File: src/rtl/watch_pkg.sv
// Shared constants for the stopwatch display path.
//   NUM_DIGITS      : number of multiplexed 7-segment digits
//   SEG_*           : active-high segment patterns, bit order gfedcba
//   DP_MASK         : digits whose decimal point is lit (M M. S S. m m)
//   DIG_*           : digit positions inside the 24-bit BCD display buffer
//   digit_of()      : extract one BCD nibble from the buffer by scan index
package watch_pkg;

  localparam int unsigned NUM_DIGITS = 6;

  typedef logic [2:0] digit_idx_t;

  // Active-high patterns, bit 0 = segment a ... bit 6 = segment g.
  localparam logic [6:0] SEG_0     = 7'h3F;
  localparam logic [6:0] SEG_1     = 7'h06;
  localparam logic [6:0] SEG_2     = 7'h5B;
  localparam logic [6:0] SEG_3     = 7'h4F;
  localparam logic [6:0] SEG_4     = 7'h66;
  localparam logic [6:0] SEG_5     = 7'h6D;
  localparam logic [6:0] SEG_6     = 7'h7D;
  localparam logic [6:0] SEG_7     = 7'h07;
  localparam logic [6:0] SEG_8     = 7'h7F;
  localparam logic [6:0] SEG_9     = 7'h6F;
  localparam logic [6:0] SEG_DASH  = 7'h40;
  localparam logic [6:0] SEG_BLANK = 7'h00;

  // Points follow minutes (digit 4) and seconds (digit 2).
  localparam logic [5:0] DP_MASK = 6'b010100;

  // Buffer layout: digit 5 is the leftmost (tens of minutes).
  localparam digit_idx_t DIG_MSEC1 = 3'd0;
  localparam digit_idx_t DIG_MSEC2 = 3'd1;
  localparam digit_idx_t DIG_SEC0  = 3'd2;
  localparam digit_idx_t DIG_SEC1  = 3'd3;
  localparam digit_idx_t DIG_MIN0  = 3'd4;
  localparam digit_idx_t DIG_MIN1  = 3'd5;
  localparam digit_idx_t DIG_LAST  = DIG_MIN1;

  function automatic logic [3:0] digit_of(input logic [23:0] dbuf, input digit_idx_t idx);
    logic [3:0] nib;
    nib = 4'h0;
    case (idx)
      DIG_MSEC1: nib = dbuf[3:0];
      DIG_MSEC2: nib = dbuf[7:4];
      DIG_SEC0:  nib = dbuf[11:8];
      DIG_SEC1:  nib = dbuf[15:12];
      DIG_MIN0:  nib = dbuf[19:16];
      DIG_MIN1:  nib = dbuf[23:20];
      default:   nib = 4'h0;
    endcase
    return nib;
  endfunction

endpackage

File: src/rtl/seg7_decode.sv
// Combinational BCD to 7-segment decoder.
//   bcd_i     : 4-bit digit code
//   pattern_o : active-high segment pattern (gfedcba); codes above 9 give a dash
module seg7_decode
  import watch_pkg::*;
(
  input  logic [3:0] bcd_i,
  output logic [6:0] pattern_o
);

  always_comb begin
    pattern_o = SEG_DASH;
    case (bcd_i)
      4'd0:    pattern_o = SEG_0;
      4'd1:    pattern_o = SEG_1;
      4'd2:    pattern_o = SEG_2;
      4'd3:    pattern_o = SEG_3;
      4'd4:    pattern_o = SEG_4;
      4'd5:    pattern_o = SEG_5;
      4'd6:    pattern_o = SEG_6;
      4'd7:    pattern_o = SEG_7;
      4'd8:    pattern_o = SEG_8;
      4'd9:    pattern_o = SEG_9;
      default: pattern_o = SEG_DASH;
    endcase
  end

endmodule

File: src/rtl/watch_disp_scan.sv
// Time-multiplexed driver for a 6-digit common-anode 7-segment display.
// Each digit is lit for DWELL_TICKS cycles; the display buffer is sampled once
// per frame (on the digit 5 -> digit 0 wrap) so a frame never mixes two times.
//   clk_1Khz : system clock, rising edge
//   rst      : asynchronous active-high reset, all outputs inactive
//   dispbuf  : BCD digits, [23:20] = digit 5 (leftmost) .. [3:0] = digit 0
//   blank    : 1 = all anodes off while scanning continues
//   seg      : segments a..g on seg[0]..seg[6]
//   dp       : decimal point of the current digit
//   an       : anode enables, an[i] drives digit i
// DWELL_TICKS must be within 1..255.
module watch_disp_scan
  import watch_pkg::*;
#(
  parameter int unsigned DWELL_TICKS    = 2,
  parameter bit          LZ_BLANK       = 1'b1,
  parameter bit          SEG_ACTIVE_LOW = 1'b1,
  parameter bit          AN_ACTIVE_LOW  = 1'b1
) (
  input  logic        clk_1Khz,
  input  logic        rst,
  input  logic [23:0] dispbuf,
  input  logic        blank,
  output logic [6:0]  seg,
  output logic        dp,
  output logic [5:0]  an
);

  localparam logic [7:0] DwellLast = 8'(DWELL_TICKS - 1);

  // Output levels for "nothing lit".
  localparam logic [6:0] SegOff = SEG_ACTIVE_LOW ? 7'h7F : 7'h00;
  localparam logic       DpOff  = SEG_ACTIVE_LOW;
  localparam logic [5:0] AnOff  = AN_ACTIVE_LOW ? 6'h3F : 6'h00;

  logic [7:0]  dwell_q, dwell_d;
  digit_idx_t  idx_q, idx_d;
  logic [23:0] snap_q, snap_d;
  logic [6:0]  seg_q, seg_d;
  logic        dp_q, dp_d;
  logic [5:0]  an_q, an_d;

  logic        dwell_last;
  logic        frame_end;
  logic [3:0]  cur_digit;
  logic [6:0]  dec_pattern;
  logic [6:0]  pattern;
  logic        dp_lit;
  logic [5:0]  an_onehot;

  // Scan timing and frame snapshot.
  always_comb begin
    dwell_last = (dwell_q == DwellLast);
    frame_end  = dwell_last && (idx_q == DIG_LAST);

    dwell_d = dwell_last ? 8'd0 : dwell_q + 8'd1;

    idx_d = idx_q;
    if (dwell_last) begin
      idx_d = frame_end ? 3'd0 : idx_q + 3'd1;
    end

    // The new buffer is taken on the same edge that returns to digit 0, so
    // digit 0 of the next frame is the first to show it.
    snap_d = frame_end ? dispbuf : snap_q;
  end

  assign cur_digit = digit_of(snap_q, idx_q);

  seg7_decode u_seg7_decode (
    .bcd_i     (cur_digit),
    .pattern_o (dec_pattern)
  );

  // Output next-state, computed from the current index and registered.
  always_comb begin
    pattern = dec_pattern;
    // Leading zero on tens-of-minutes: segments dark, anode still driven.
    if (LZ_BLANK && (idx_q == DIG_MIN1) && (cur_digit == 4'd0)) begin
      pattern = SEG_BLANK;
    end

    dp_lit    = DP_MASK[idx_q];
    an_onehot = blank ? 6'h00 : (6'b000001 << idx_q);

    seg_d = SEG_ACTIVE_LOW ? ~pattern : pattern;
    dp_d  = SEG_ACTIVE_LOW ? ~dp_lit : dp_lit;
    an_d  = AN_ACTIVE_LOW ? ~an_onehot : an_onehot;
  end

  always_ff @(posedge clk_1Khz or posedge rst) begin
    if (rst) begin
      dwell_q <= 8'd0;
      idx_q   <= 3'd0;
      snap_q  <= 24'h0;
      seg_q   <= SegOff;
      dp_q    <= DpOff;
      an_q    <= AnOff;
    end else begin
      dwell_q <= dwell_d;
      idx_q   <= idx_d;
      snap_q  <= snap_d;
      seg_q   <= seg_d;
      dp_q    <= dp_d;
      an_q    <= an_d;
    end
  end

  assign seg = seg_q;
  assign dp  = dp_q;
  assign an  = an_q;

endmodule

File: config.mk
export PLATFORM = sky130hd
export DESIGN_NAME = watch_disp_scan
export DESIGN_NICKNAME = d
export VERILOG_FILES = /design/src/rtl/watch_pkg.sv /design/src/rtl/seg7_decode.sv /design/src/rtl/watch_disp_scan.sv
export SDC_FILE = /design/constraint.sdc
export NUM_CORES = 1
export LEC_CHECK = 0
export CORE_UTILIZATION = 30
export DETAILED_ROUTE_END_ITERATION = 8
export MAX_ROUTING_LAYER = met4
export PLACE_DENSITY_LB_ADDON = 0.2
export SLEW_MARGIN = 20
export SYNTH_ARGS = -nofsm -noshare
export SYNTH_HDL_FRONTEND = slang
export SYNTH_SLANG_ARGS = --single-unit
File: constraint.sdc
create_clock -name clk_1Khz -period 7.15 [get_ports clk_1Khz]
set_clock_uncertainty 0.15 [all_clocks]
set_input_delay 1.7875 -clock clk_1Khz [delete_from_list [all_inputs] [get_ports clk_1Khz]]
set_output_delay 1.7875 -clock clk_1Khz [all_outputs]
set_load 0.03 [all_outputs]
==> summary.md <==
| Metric | Value |
|---|---|
| Worst Setup Start Kind | register |
| Area grow syn2layout | 22.25% |
| Initial antenna violation count | 0 |
| CTS tree | yes |
| Final GP Congestion | 0.8290 |
| Placed Cells | 322 |
| Multi-input gate area | 1066 um^2 |
| Crit path capture type | register |
| Crit path max fanout | 18 |
| Crit-path cells | inv_1, ha_1, a32o_1, a31oi_1, o21ai_1, a21boi_0, inv_1, ha_1, nand3_1, o21ai_0, o22ai_1, a2bb2oi_1 |
| Most frequent cell after synthesis | dfrtp_1 |
| Clock latency on the worst-skew pair | 0.31 ns |
| Htree depth | 2 |
| Post-layout nets | 267 |
| Starting Density | 31.14% |
| Post-DRT Antenna Nets | 0 |
| Hold Buf Count CTS | 0 |
| Synth area leaders | dfrtp_1, dfstp_2, mux2_4, ha_1, buf_6 |
| WP data required | 7.23 ns |
| Rows | 32 |
| Pwr/cell area | 175.9 nW/um^2 |
| Highest routed metal layer | met4 |
| Final setup violation count | 0 |
| Longest Clk Path Bufs | 2 |
| Clk root buf | clkbuf_8 |
| DR pass1 iterations | 4 |
| Syn avg cell area | 12.80 um^2 |
| Die area | 8425 um^2 |
| Met2 wire len | 2187 um |
| CP max stage delay | 0.59 ns |
| Vias per cell | 4.658 |
| Post-CTS setup buffers | 0 |
| Top-level I/O count | 41 |
| Die width | 91.79 um |
| Routed via count | 1,537 |
| Worst rel slew slack | 44.71% |
| Reg area | 1244 um^2 |
| Setup CP Type | register to register |
| Worst min path class | register to register |
| Wire per inst | 14.39 um |
| Hpwl dp | 3365 um |
| Clk sinks | 49 |
| Ys Warns | 0 |
| Setup TNS | 0 ns |
| Die Height | 91.79 um |
| Max-cap viol count | 0 |
| Syn nets | 229 |
| Largest net degree at the start of global routing | 50 |
| Worst EP arrival | 3.53 ns |
| Final Hold Fails | 0 |
| Fin crit period | 3.455 ns |
| Unique masters post-synth | 39 |
| Worst-margin pin slew | 0.8294 ns |
| Top post-synthesis cells by count | dfrtp_1, mux2_4, dfstp_2 |
| Most used DFF post-synth | dfrtp_1 |
| Antenna diodes | 0 |
| DRC viols | 0 |
| VDD IR max | 0.06656 mV |
| Synth async-reset ratio | 100.0% |
| Clock transition at the registers of the reported paths | 0.09 ns |
| Fmax | 289.5 MHz |
| Register area share after synthesis | 51.42% |
| GRT overflow | 0 |
| DRT met1 WL | 2299 um |
| PostCTS Resize Cnt | 0 |
| Synthesized area | 2419 um^2 |
| Total CTS buffers | 5 |
| Slew Viols, Final | 0 |
| First-pass GRT wire length | 8079 um |
| Post-synth EDFFs | 0 |
| GR Util All Layers | 12.69% |
| Area of the core | 7767 um^2 |
| Final Cycle Share | 48.32% |
| Yosys top cell by area | dfrtp_1 |
| Fillers | 772 |
| Lkg Pwr | 0.001281 uW |
| DR iter-0 viols | 64 |
| Gate Count Post-Synth | 189 |
| Status | complete, no violations |
| Top cell type's share of synthesized area | 36.21% |
| Fin cells | 330 |
| Port Buffer Count | 40 |
| FF+latch count, synth | 49 |
| Routed WL | 4750 um |
| Layout cells sized above 1 | 21.49% |
| Vias in the first global route | 1,576 |
| WL met3 | 199 um |
| RSZ-0062 raised after global routing | false |
| Critical-path top delay cell | dfrtp_1 |
[metrics by stage]
step	cell area (um^2)	hold WS (ns)	setup slack (ns)	util, %	total power [uW]
final	2957	0.3289	3.695	38.06	520.1
after CTS	2955	0.3331	3.701	38.05	526.7
after detailed placement	2868	0.3152	3.723	36.92	362.4
after floorplan	2419	0.2967	4.063	-	334.3
after global placement	2868	0.3187	3.855	36.92	362.6
after global routing	2957	0.3427	3.416	38.06	540.2
[per-layer routing]
layer  GRT usage [%]  up-vias
met2           18.92       34
met3           2.736        7
met4           4.297        0
met5               -        -
met1           17.15      748
li1                -      748
[sequential cells by signal, indices dropped and copies added (netlist names)]
signal	flops
seg	7
an	6
dwell_q	8
snap_q	24
dp	1
idx_q	3
[where the power goes]
part	switching [uW]	internal, uW
logic	26.4	33.9
clock network	94.8	69.1
registers	5.68	290
total	127	393
[cell families (layout without fill, tap and decap cells)]
logic type	count (synthesis)	in the layout	share of synthesized area, %
flip-flops	49	49	51.42
AND/OR/NAND/NOR	41	41	8.692
AO/OA/AOI/OAI	37	37	11.38
multiplexers	26	26	15.11
buffers and inverters	17	56	4.501
adder cells (fa/ha/maj)	13	13	6.725
XOR/XNOR	6	6	2.173
[cells in the final DEF, fill, tap and decap left out, types with 3 or more instances in the layout]
cell,count
clkdlybuf4s50_1,40
dfrtp_1,35
mux2_4,20
dfstp_2,14
nand2_1,13
ha_1,13
o21ai_0,9
nand3_1,8
nor2_1,7
inv_1,7
xnor2_1,6
and3_1,5
a222oi_1,5
clkbuf_8,5
a2bb2oi_1,4
mux2_2,4
a21oi_1,3
[path summary, 6_finish.rpt]
| kind | end | from | depth (start not counted) | slack, ns |
|---|---|---|---|---|
| max | seg[0] | idx_q[2] | 12 | 3.70 |
| min | dwell_q[7] | dwell_q[7] | 1 | 0.33 |
| max reg2reg | seg[0] | idx_q[2] | 12 | 3.70 |
| min reg2reg | dwell_q[7] | dwell_q[7] | 1 | 0.33 |
| max in group asynchronous | snap_q[14] | rst | 2 | 4.57 |
| min in group asynchronous | snap_q[15] | rst | 2 | 1.78 |
[cell type report]
type	count	share of cell area, %
clock buffers	6	2.455
clock inverters	2	0.5078
flip-flops and latches	49	42.07
inverters	8	1.058
multi-input cells	123	36.06
well taps	102	4.317
repair buffers	40	13.54
[critical path: cells and delay by family, from the launching register on]
family | cells | cell delay [ns]
compound gates | 7 | 1.47
fa+ha+maj | 2 | 0.64
buf+inv | 2 | 0.44
flops | 1 | 0.59
simple gates | 1 | 0.11
No activity file was read; power rests on OpenSTA's default activity.
